==> src/rtl/mdu_seq.sv <==
// -----------------------------------------------------------------------------
// mdu_seq -- iterative multiply/divide sequencer with HI/LO ownership
//
// Runs MULTU (shift-add) and DIVU (restoring shift-subtract) over ITER cycles.
// Each cycle it borrows the shared 32-bit datapath ALU for one add or
// subtract. While alu_req_o is high the top level must route alu_src1_o,
// alu_src2_o and alu_ctrl_o onto the ALU in place of the decoder's operands.
// The ALU's answer comes back on alu_result_i in the same cycle.
//
// Build option:
//   MDU_SIGNED_EN  When defined, op_i[1]=1 selects signed MULT/DIV. Operands
//                  are made positive on accept. A FIX state then applies the
//                  result signs and costs one extra cycle. When undefined,
//                  op_i[1] is ignored and every operation is unsigned.
//
// Ports:
//   clk_i         rising-edge clock
//   rst_i         synchronous active-low reset
//   start_i       request, accepted only in IDLE
//   op_i[1:0]     bit0: 0=multiply 1=divide; bit1: signed (MDU_SIGNED_EN)
//   rs_i, rt_i    multiplicand/dividend, multiplier/divisor
//   alu_result_i  result from the shared ALU
//   alu_req_o     block owns the ALU this cycle
//   alu_src1_o    ALU operand 1 (0 when the ALU is not owned)
//   alu_src2_o    ALU operand 2 (0 when the ALU is not owned)
//   alu_ctrl_o    ALU operation: 2=add, 3=sub (0 when the ALU is not owned)
//   busy_o        operation in flight (MUL/DIV/FIX/DONE)
//   done_o        one-cycle completion pulse
//   div0_o        last divide had a zero divisor; held until the next accept
//   hi_o, lo_o    HI/LO registers (product hi:lo, or remainder:quotient)
// -----------------------------------------------------------------------------
module mdu_seq #(
    parameter int ITER = 32
) (
    input  logic        clk_i,
    input  logic        rst_i,
    input  logic        start_i,
    input  logic [1:0]  op_i,
    input  logic [31:0] rs_i,
    input  logic [31:0] rt_i,
    input  logic [31:0] alu_result_i,
    output logic        alu_req_o,
    output logic [31:0] alu_src1_o,
    output logic [31:0] alu_src2_o,
    output logic [3:0]  alu_ctrl_o,
    output logic        busy_o,
    output logic        done_o,
    output logic        div0_o,
    output logic [31:0] hi_o,
    output logic [31:0] lo_o
);

    localparam int              CNT_W   = $clog2(ITER) + 1;
    localparam logic [CNT_W-1:0] CNT_LAST = CNT_W'(ITER - 1);
    localparam logic [CNT_W-1:0] CNT_ONE  = CNT_W'(1);

    localparam logic [3:0] ALU_NOP = 4'd0;
    localparam logic [3:0] ALU_ADD = 4'd2;
    localparam logic [3:0] ALU_SUB = 4'd3;

    typedef enum logic [2:0] {
        S_IDLE,
        S_MUL,
        S_DIV,
`ifdef MDU_SIGNED_EN
        S_FIX,
`endif
        S_DONE
    } state_t;

    state_t           r_state;
    logic [31:0]      r_hi;
    logic [31:0]      r_lo;
    logic [31:0]      r_mcand;
    logic [CNT_W-1:0] r_count;
    logic             r_busy;
    logic             r_done;
    logic             r_div0;
    logic             r_alu_req;

`ifdef MDU_SIGNED_EN
    logic             r_signed;
    logic             r_is_div;
    logic             r_neg_rs;
    logic             r_neg_rt;
`endif

    // Operand values captured on accept (absolute values for signed ops).
    logic [31:0] w_acc_rs;
    logic [31:0] w_acc_rt;

`ifdef MDU_SIGNED_EN
    logic        w_neg_rs;
    logic        w_neg_rt;

    assign w_neg_rs = op_i[1] & rs_i[31];
    assign w_neg_rt = op_i[1] & rt_i[31];
    assign w_acc_rs = w_neg_rs ? (32'd0 - rs_i) : rs_i;
    assign w_acc_rt = w_neg_rt ? (32'd0 - rt_i) : rt_i;
`else
    // op_i[1] only has meaning in the signed build.
    logic        w_unused_op_signed;

    assign w_unused_op_signed = op_i[1];
    assign w_acc_rs = rs_i;
    assign w_acc_rt = rt_i;
`endif

    // Divide step: partial remainder shifted left, with the next dividend bit
    // pulled in from the top of LO.
    logic [31:0] w_div_src1;
    logic        w_div_ge;
    logic        w_mul_carry;

    assign w_div_src1 = {r_hi[30:0], r_lo[31]};
    // With hi[31] set, the shifted remainder is 33 bits wide and so is always
    // >= the divisor. The truncated 32-bit ALU difference is still correct.
    assign w_div_ge    = r_hi[31] | (w_div_src1 >= r_mcand);
    // The ALU adder has no carry-out, so the carry is recovered by detecting wrap.
    assign w_mul_carry = (alu_result_i < r_hi);

    // State taken after the final iteration.
    state_t w_exit_state;

    // NOTE: every signal assigned in always_comb gets a default first, so no
    // path can leave it unassigned and infer a latch.
    always_comb begin
        w_exit_state = S_DONE;
`ifdef MDU_SIGNED_EN
        if (r_signed) begin
            w_exit_state = S_FIX;
        end
`endif
    end

    // The ALU operands follow the registered state directly. They do not
    // depend on alu_result_i, so there is no combinational loop through the
    // shared ALU.
    always_comb begin
        alu_src1_o = 32'd0;
        alu_src2_o = 32'd0;
        alu_ctrl_o = ALU_NOP;
        case (r_state)
            S_MUL: begin
                alu_src1_o = r_hi;
                alu_src2_o = r_lo[0] ? r_mcand : 32'd0;
                alu_ctrl_o = ALU_ADD;
            end
            S_DIV: begin
                alu_src1_o = w_div_src1;
                alu_src2_o = r_mcand;
                alu_ctrl_o = ALU_SUB;
            end
            default: begin
                alu_src1_o = 32'd0;
                alu_src2_o = 32'd0;
                alu_ctrl_o = ALU_NOP;
            end
        endcase
    end

    // Sequencer: state, datapath registers and registered status outputs.
    // NOTE: sequential state uses non-blocking assignments only, so every
    // register samples the pre-edge value of every other register.
    always_ff @(posedge clk_i) begin
        // NOTE: reset is synchronous and clears every register here, HI/LO
        // included, because software may read HI/LO straight after reset.
        if (!rst_i) begin
            r_state   <= S_IDLE;
            r_hi      <= 32'd0;
            r_lo      <= 32'd0;
            r_mcand   <= 32'd0;
            r_count   <= '0;
            r_busy    <= 1'b0;
            r_done    <= 1'b0;
            r_div0    <= 1'b0;
            r_alu_req <= 1'b0;
`ifdef MDU_SIGNED_EN
            r_signed  <= 1'b0;
            r_is_div  <= 1'b0;
            r_neg_rs  <= 1'b0;
            r_neg_rt  <= 1'b0;
`endif
        end else begin
            r_done <= 1'b0;
            case (r_state)
                S_IDLE: begin
                    if (start_i) begin
                        r_lo      <= w_acc_rs;
                        r_hi      <= 32'd0;
                        r_mcand   <= w_acc_rt;
                        r_count   <= '0;
                        r_div0    <= op_i[0] && (rt_i == 32'd0);
                        r_busy    <= 1'b1;
                        r_alu_req <= 1'b1;
                        r_state   <= op_i[0] ? S_DIV : S_MUL;
`ifdef MDU_SIGNED_EN
                        r_signed  <= op_i[1];
                        r_is_div  <= op_i[0];
                        r_neg_rs  <= w_neg_rs;
                        r_neg_rt  <= w_neg_rt;
`endif
                    end
                end

                S_MUL: begin
                    // Shift the 65-bit {carry, sum, lo} right by one.
                    {r_hi, r_lo} <= {w_mul_carry, alu_result_i, r_lo[31:1]};
                    r_count      <= r_count + CNT_ONE;
                    if (r_count == CNT_LAST) begin
                        r_alu_req <= 1'b0;
                        r_state   <= w_exit_state;
                        r_done    <= (w_exit_state == S_DONE);
                    end
                end

                S_DIV: begin
                    r_hi    <= w_div_ge ? alu_result_i : w_div_src1;
                    r_lo    <= {r_lo[30:0], w_div_ge};
                    r_count <= r_count + CNT_ONE;
                    if (r_count == CNT_LAST) begin
                        r_alu_req <= 1'b0;
                        r_state   <= w_exit_state;
                        r_done    <= (w_exit_state == S_DONE);
                    end
                end

`ifdef MDU_SIGNED_EN
                S_FIX: begin
                    // The sign fix-up is done locally, because the block has
                    // already released the ALU.
                    if (r_is_div) begin
                        if (r_neg_rs ^ r_neg_rt) begin
                            r_lo <= 32'd0 - r_lo;
                        end
                        if (r_neg_rs) begin
                            r_hi <= 32'd0 - r_hi;
                        end
                    end else if (r_neg_rs ^ r_neg_rt) begin
                        {r_hi, r_lo} <= 64'd0 - {r_hi, r_lo};
                    end
                    r_state <= S_DONE;
                    r_done  <= 1'b1;
                end
`endif

                S_DONE: begin
                    r_busy  <= 1'b0;
                    r_state <= S_IDLE;
                end

                default: begin
                    r_busy    <= 1'b0;
                    r_alu_req <= 1'b0;
                    r_state   <= S_IDLE;
                end
            endcase
        end
    end

    assign alu_req_o = r_alu_req;
    assign busy_o    = r_busy;
    assign done_o    = r_done;
    assign div0_o    = r_div0;
    assign hi_o      = r_hi;
    assign lo_o      = r_lo;

endmodule
==> config.mk <==
export PLATFORM = sky130hd
export DESIGN_NAME = mdu_seq
export DESIGN_NICKNAME = d
export VERILOG_FILES = /design/src/rtl/mdu_seq.sv
export SDC_FILE = /design/constraint.sdc
export NUM_CORES = 1
export LEC_CHECK = 0
export ABC_AREA = 1
export CAP_MARGIN = 0
export CORE_MARGIN = 3
export CORE_UTILIZATION = 52
export CTS_CLUSTER_DIAMETER = 40
export CTS_CLUSTER_SIZE = 8
export DETAILED_ROUTE_END_ITERATION = 7
export MAX_ROUTING_LAYER = met4
export PLACE_DENSITY = 0.85
export SLEW_MARGIN = 30
export SYNTH_ARGS = -nofsm -noshare
export SYNTH_HDL_FRONTEND = slang
export SYNTH_SLANG_ARGS = --single-unit
==> constraint.sdc <==
create_clock -name clk_i -period 2.9 [get_ports clk_i]
set_input_delay 0.58 -clock clk_i [delete_from_list [all_inputs] [get_ports clk_i]]
set_output_delay 0.58 -clock clk_i [all_outputs]
set_load 0.02 [all_outputs]
==> flow_summary_export.csv <==
group,metric,value,unit
route,num_vias,8685,
timing,period_minus_slack,2944,ps
logic_synthesis,synth_top_area_share,27.63,%
cts,cts.clk_slew.worst_paths,80,ps
global_route,grt_pass1_wl,39790,um
cts,cts_sinks,108,
worst_setup_path,required,2320,ps
finish,instances_no_fill,1572,
cts,insertion_delay,360,ps
timing,setup_slack,-44.40,ps
worst_setup_path,reg2reg_to,"hi_o[29]",
die,core,14640,um2
place,place_congestion,0.8698,
place,post-place-cells,1551,
min_path,holdPathStages,2,
worst_setup_path,crit_path_end_kind,"primary output",
logic_synthesis,syn_avg_cell_area,6.603,um2
worst_setup_path,ff2ff_setup_slack,470,ps
route,wirelength,25010,um
run_status,status,"finished with violations",
power,powerDensity,501.7,nW/um2
global_route,grtUsageTotal,30.38,%
logic_synthesis,synth_area_leaders,"dfxtp_1 (28%), nand2_1 (18%), ha_1 (11%), inv_1 (7.0%), a21oi_1 (6.8%)",
cts,cts_tree,"done",
worst_setup_path,path_buf_inv,3,
timing,max_freq,339.6,MHz
logic_synthesis,postSynthCellCount,1185,
finish,drive_gt1_share,8.718,%
finish,area_growth,34.52,%
place,port_buffers,233,
route,drc,0,
timing,fin_hold_ws,471.2,ps
logic_synthesis,ys_seq_area_share,27.63,%
logic_synthesis,async_flop_share,0,%
logic_synthesis,synth_edf_count,0,
logic_synthesis,ys_seq_elements,108,
cts,htreeDepth,3,
cts,cts_hold_buf,0,
finish,postLayoutCoreUtil,71.88,%
logic_synthesis,ys_warn_count,0,
timing,rsz0062_at_grt,"true",
worst_setup_path,crit_family,"buffers and inverters",
global_route,first_global_vias,8019,
power,leakagePower,4.556,nW
logic_synthesis,ys_types,41,
worst_setup_path,cpMaxStageDelayCell,"clkdlybuf4s50_1",
run_status,violations,"negative setup slack",
timing,hold_viol,0,
flow_run,drv_cap,0,
timing,worst_pin_slew,811.7,ps
worst_setup_path,cp.arrival,2360,ps
finish,antenna_cells,0,
cts,clk_path_buf_depth,2,
timing,max_slew_margin,45.83,%
global_route,antenna_found_initial,0,
timing,setup_tns,-196.9,ps
cts,ctsRootBufferMaster,"clkbuf_16",
worst_setup_path,cp.depth,6,
min_path,holdPathEnd,"div0_o",
worst_setup_path,crit_type,"reg2out",
route,wl_per_cell,15.91,um
cts,numCtsBuffers,9,
timing,slew_violations,0,
logic_synthesis,yosysTopAreaCell,"dfxtp_1",
die,ioPinCount,237,
route,drt_iter0_drc,663,
timing,period_share,101.5,%
global_route,grt-ovfl-total,0,
die,start_util,53.43,%
power,peakVddDrop,0.3380,mV
die,dieWidth,128.7,um
finish,layout.nets,1552,
timing,fin_skew,9.335,ps
die,core.rowCount,44,
global_route,grt_max_degree,46,
logic_synthesis,synth.cell_area,7825,um2
worst_setup_path,cp-start-kind,"flop",
worst_setup_path,max_stage_delay,610,ps
worst_setup_path,path_cells,"inv_1 -> ha_2 -> bufbuf_16 -> nand2_1 -> a21oi_1 -> clkdlybuf4s50_1",
worst_setup_path,reg2reg_depth,13,
place,place_hpwl,17170,um
route,first_pass_iters,6,
die,die_h,128.7,um
min_path,hold_path.class,"reg2reg",
timing,setup-violations-final,5,
route,vias_per_cell,5.525,
worst_setup_path,worstPathMaxFanout,18,
route,drtAntennaViolNets,0,
worst_setup_path,timing.rr.start,"hi_o[12]",
logic_synthesis,synthFlopType,"dfxtp_1",
die,die-area,16560,um2
min_path,hold_start,"div0_o",
-- state kept, by name, summed over array words and instances (netlist names) --
| name | cells |
|---|---|
| alu_req_o | 1 |
| busy_o | 1 |
| div0_o | 1 |
| done_o | 1 |
| hi_o | 32 |
| lo_o | 32 |
| r_count | 6 |
| r_mcand | 32 |
| r_state | 2 |
-- logic make-up (layout without fill, tap and decap cells) --
group	after synthesis	in the layout	synth area share, %
xor+xnor	1	1	0.1119
flops	108	108	27.63
buf+inv	222	423	12.98
other cells	1	2	0.04792
fa+ha+maj	68	68	10.87
compound gates	256	257	19.17
simple gates	529	529	29.18
-- synthesized netlist by cell type (2+ instances only) --
| cell | number |
|---|---|
| nor2_2 | 2 |
| buf_4 | 2 |
| o21ai_0 | 46 |
| buf_1 | 8 |
| nand3_1 | 37 |
| o22ai_1 | 29 |
| a21oi_2 | 29 |
| nor2_4 | 2 |
| dfxtp_1 | 108 |
| o211ai_1 | 2 |
| nand4_2 | 2 |
| nor3_1 | 36 |
| ha_1 | 68 |
| inv_2 | 3 |
| buf_12 | 3 |
| nand2_1 | 378 |
| a31oi_1 | 32 |
| nor3b_1 | 2 |
| nand2_2 | 33 |
| nor4_1 | 9 |
| inv_1 | 146 |
| clkbuf_8 | 7 |
| o21a_1 | 5 |
| nand4_1 | 5 |
| buf_6 | 3 |
| buf_2 | 6 |
| a21oi_1 | 107 |
| a211oi_1 | 4 |
| dlygate4sd1_1 | 4 |
| nor2_1 | 18 |
| clkbuf_1 | 39 |
-- metrics by stage --
step / instance area, um2 / power [W] / worst slack, ps
6_report: 10530 / 0.005281 / -44.40
5_1_grt: 10530 / 0.005590 / -153.0
4_1_cts: 10490 / 0.005280 / -54.97
3_5_place_dp: 10150 / 0.003964 / 162.5
3_3_place_gp: 10150 / 0.003922 / 192.2
2_1_floorplan: 7829 / 0.003196 / 391.8
-- worst max-delay path by stage --
stage / startpoint / to / slack, ps
6_report: r_state[0] / alu_src1_o[14] / -40
5_1_grt: r_state[0] / alu_src1_o[14] / -150
4_1_cts: r_state[0] / alu_src1_o[1] / -50
2_1_floorplan: r_state[0] / alu_src1_o[10] / 390
3_5_place_dp: r_state[1] / alu_src2_o[29] / 160
3_3_place_gp: r_state[1] / alu_src2_o[19] / 190
-- worst register-to-register path: cells and delay by family (launching register included) --
family	cells	cell delay, ps
AO/OA/AOI/OAI	4	540
adder cells (fa/ha/maj)	1	300
flip-flops	1	490
AND/OR/NAND/NOR	8	970
-- cell usage in the layout, fill, tap and decap left out, types with 13 or more instances in the layout --
cell type          n
a21oi_1          106
a21oi_2           29
a31oi_1           32
buf_4             19
clkdlybuf4s50_1  177
dfxtp_1          108
dlygate4sd2_1     43
dlymetal6s2s_1    13
ha_1              66
inv_1            146
nand2_1          377
nand2_2           34
nand3_1           37
nor2_1            17
nor3_1            36
o21ai_0           46
o22ai_1           29
-- metal layers --
metal	track usage, %	wire [um]	share of wire, %	vias to the layer above
li1	-	-	-	4259
met1	39.90	10630	43	3959
met2	47.74	11560	46	415
met3	3.819	2158	8.6	52
met4	11.67	658	2.6	0
met5	-	0	0	-
-- layout make-up --
cell class              count  area, um2
well taps                 184      230.2
fillers                  1219       4118
multi-input cells         857       4688
inverters                 149      560.5
clock inverters             5      43.79
flip-flops and latches    108       2162
repair buffers            258       2599
clock buffers              11      242.7
-- power breakdown --
part	total [W]	leakage, nW	switching, W	internal, W
clock network	0.00121	0.134	0.000595	0.000618
logic	0.00228	3.54	0.00145	0.000834
registers	0.00179	0.884	0.000127	0.00166
total	0.00528	4.56	0.00217	0.00311
-- what timing repair did --
action / in CTS / in global routing
setup buffers: 2 / 0
cloned: 3 / 0
pin swaps: 1 / 0
setup endpoints to repair: 64 / 18
resized for setup: 47 / 13
No activity file was read; power rests on OpenSTA's default activity.
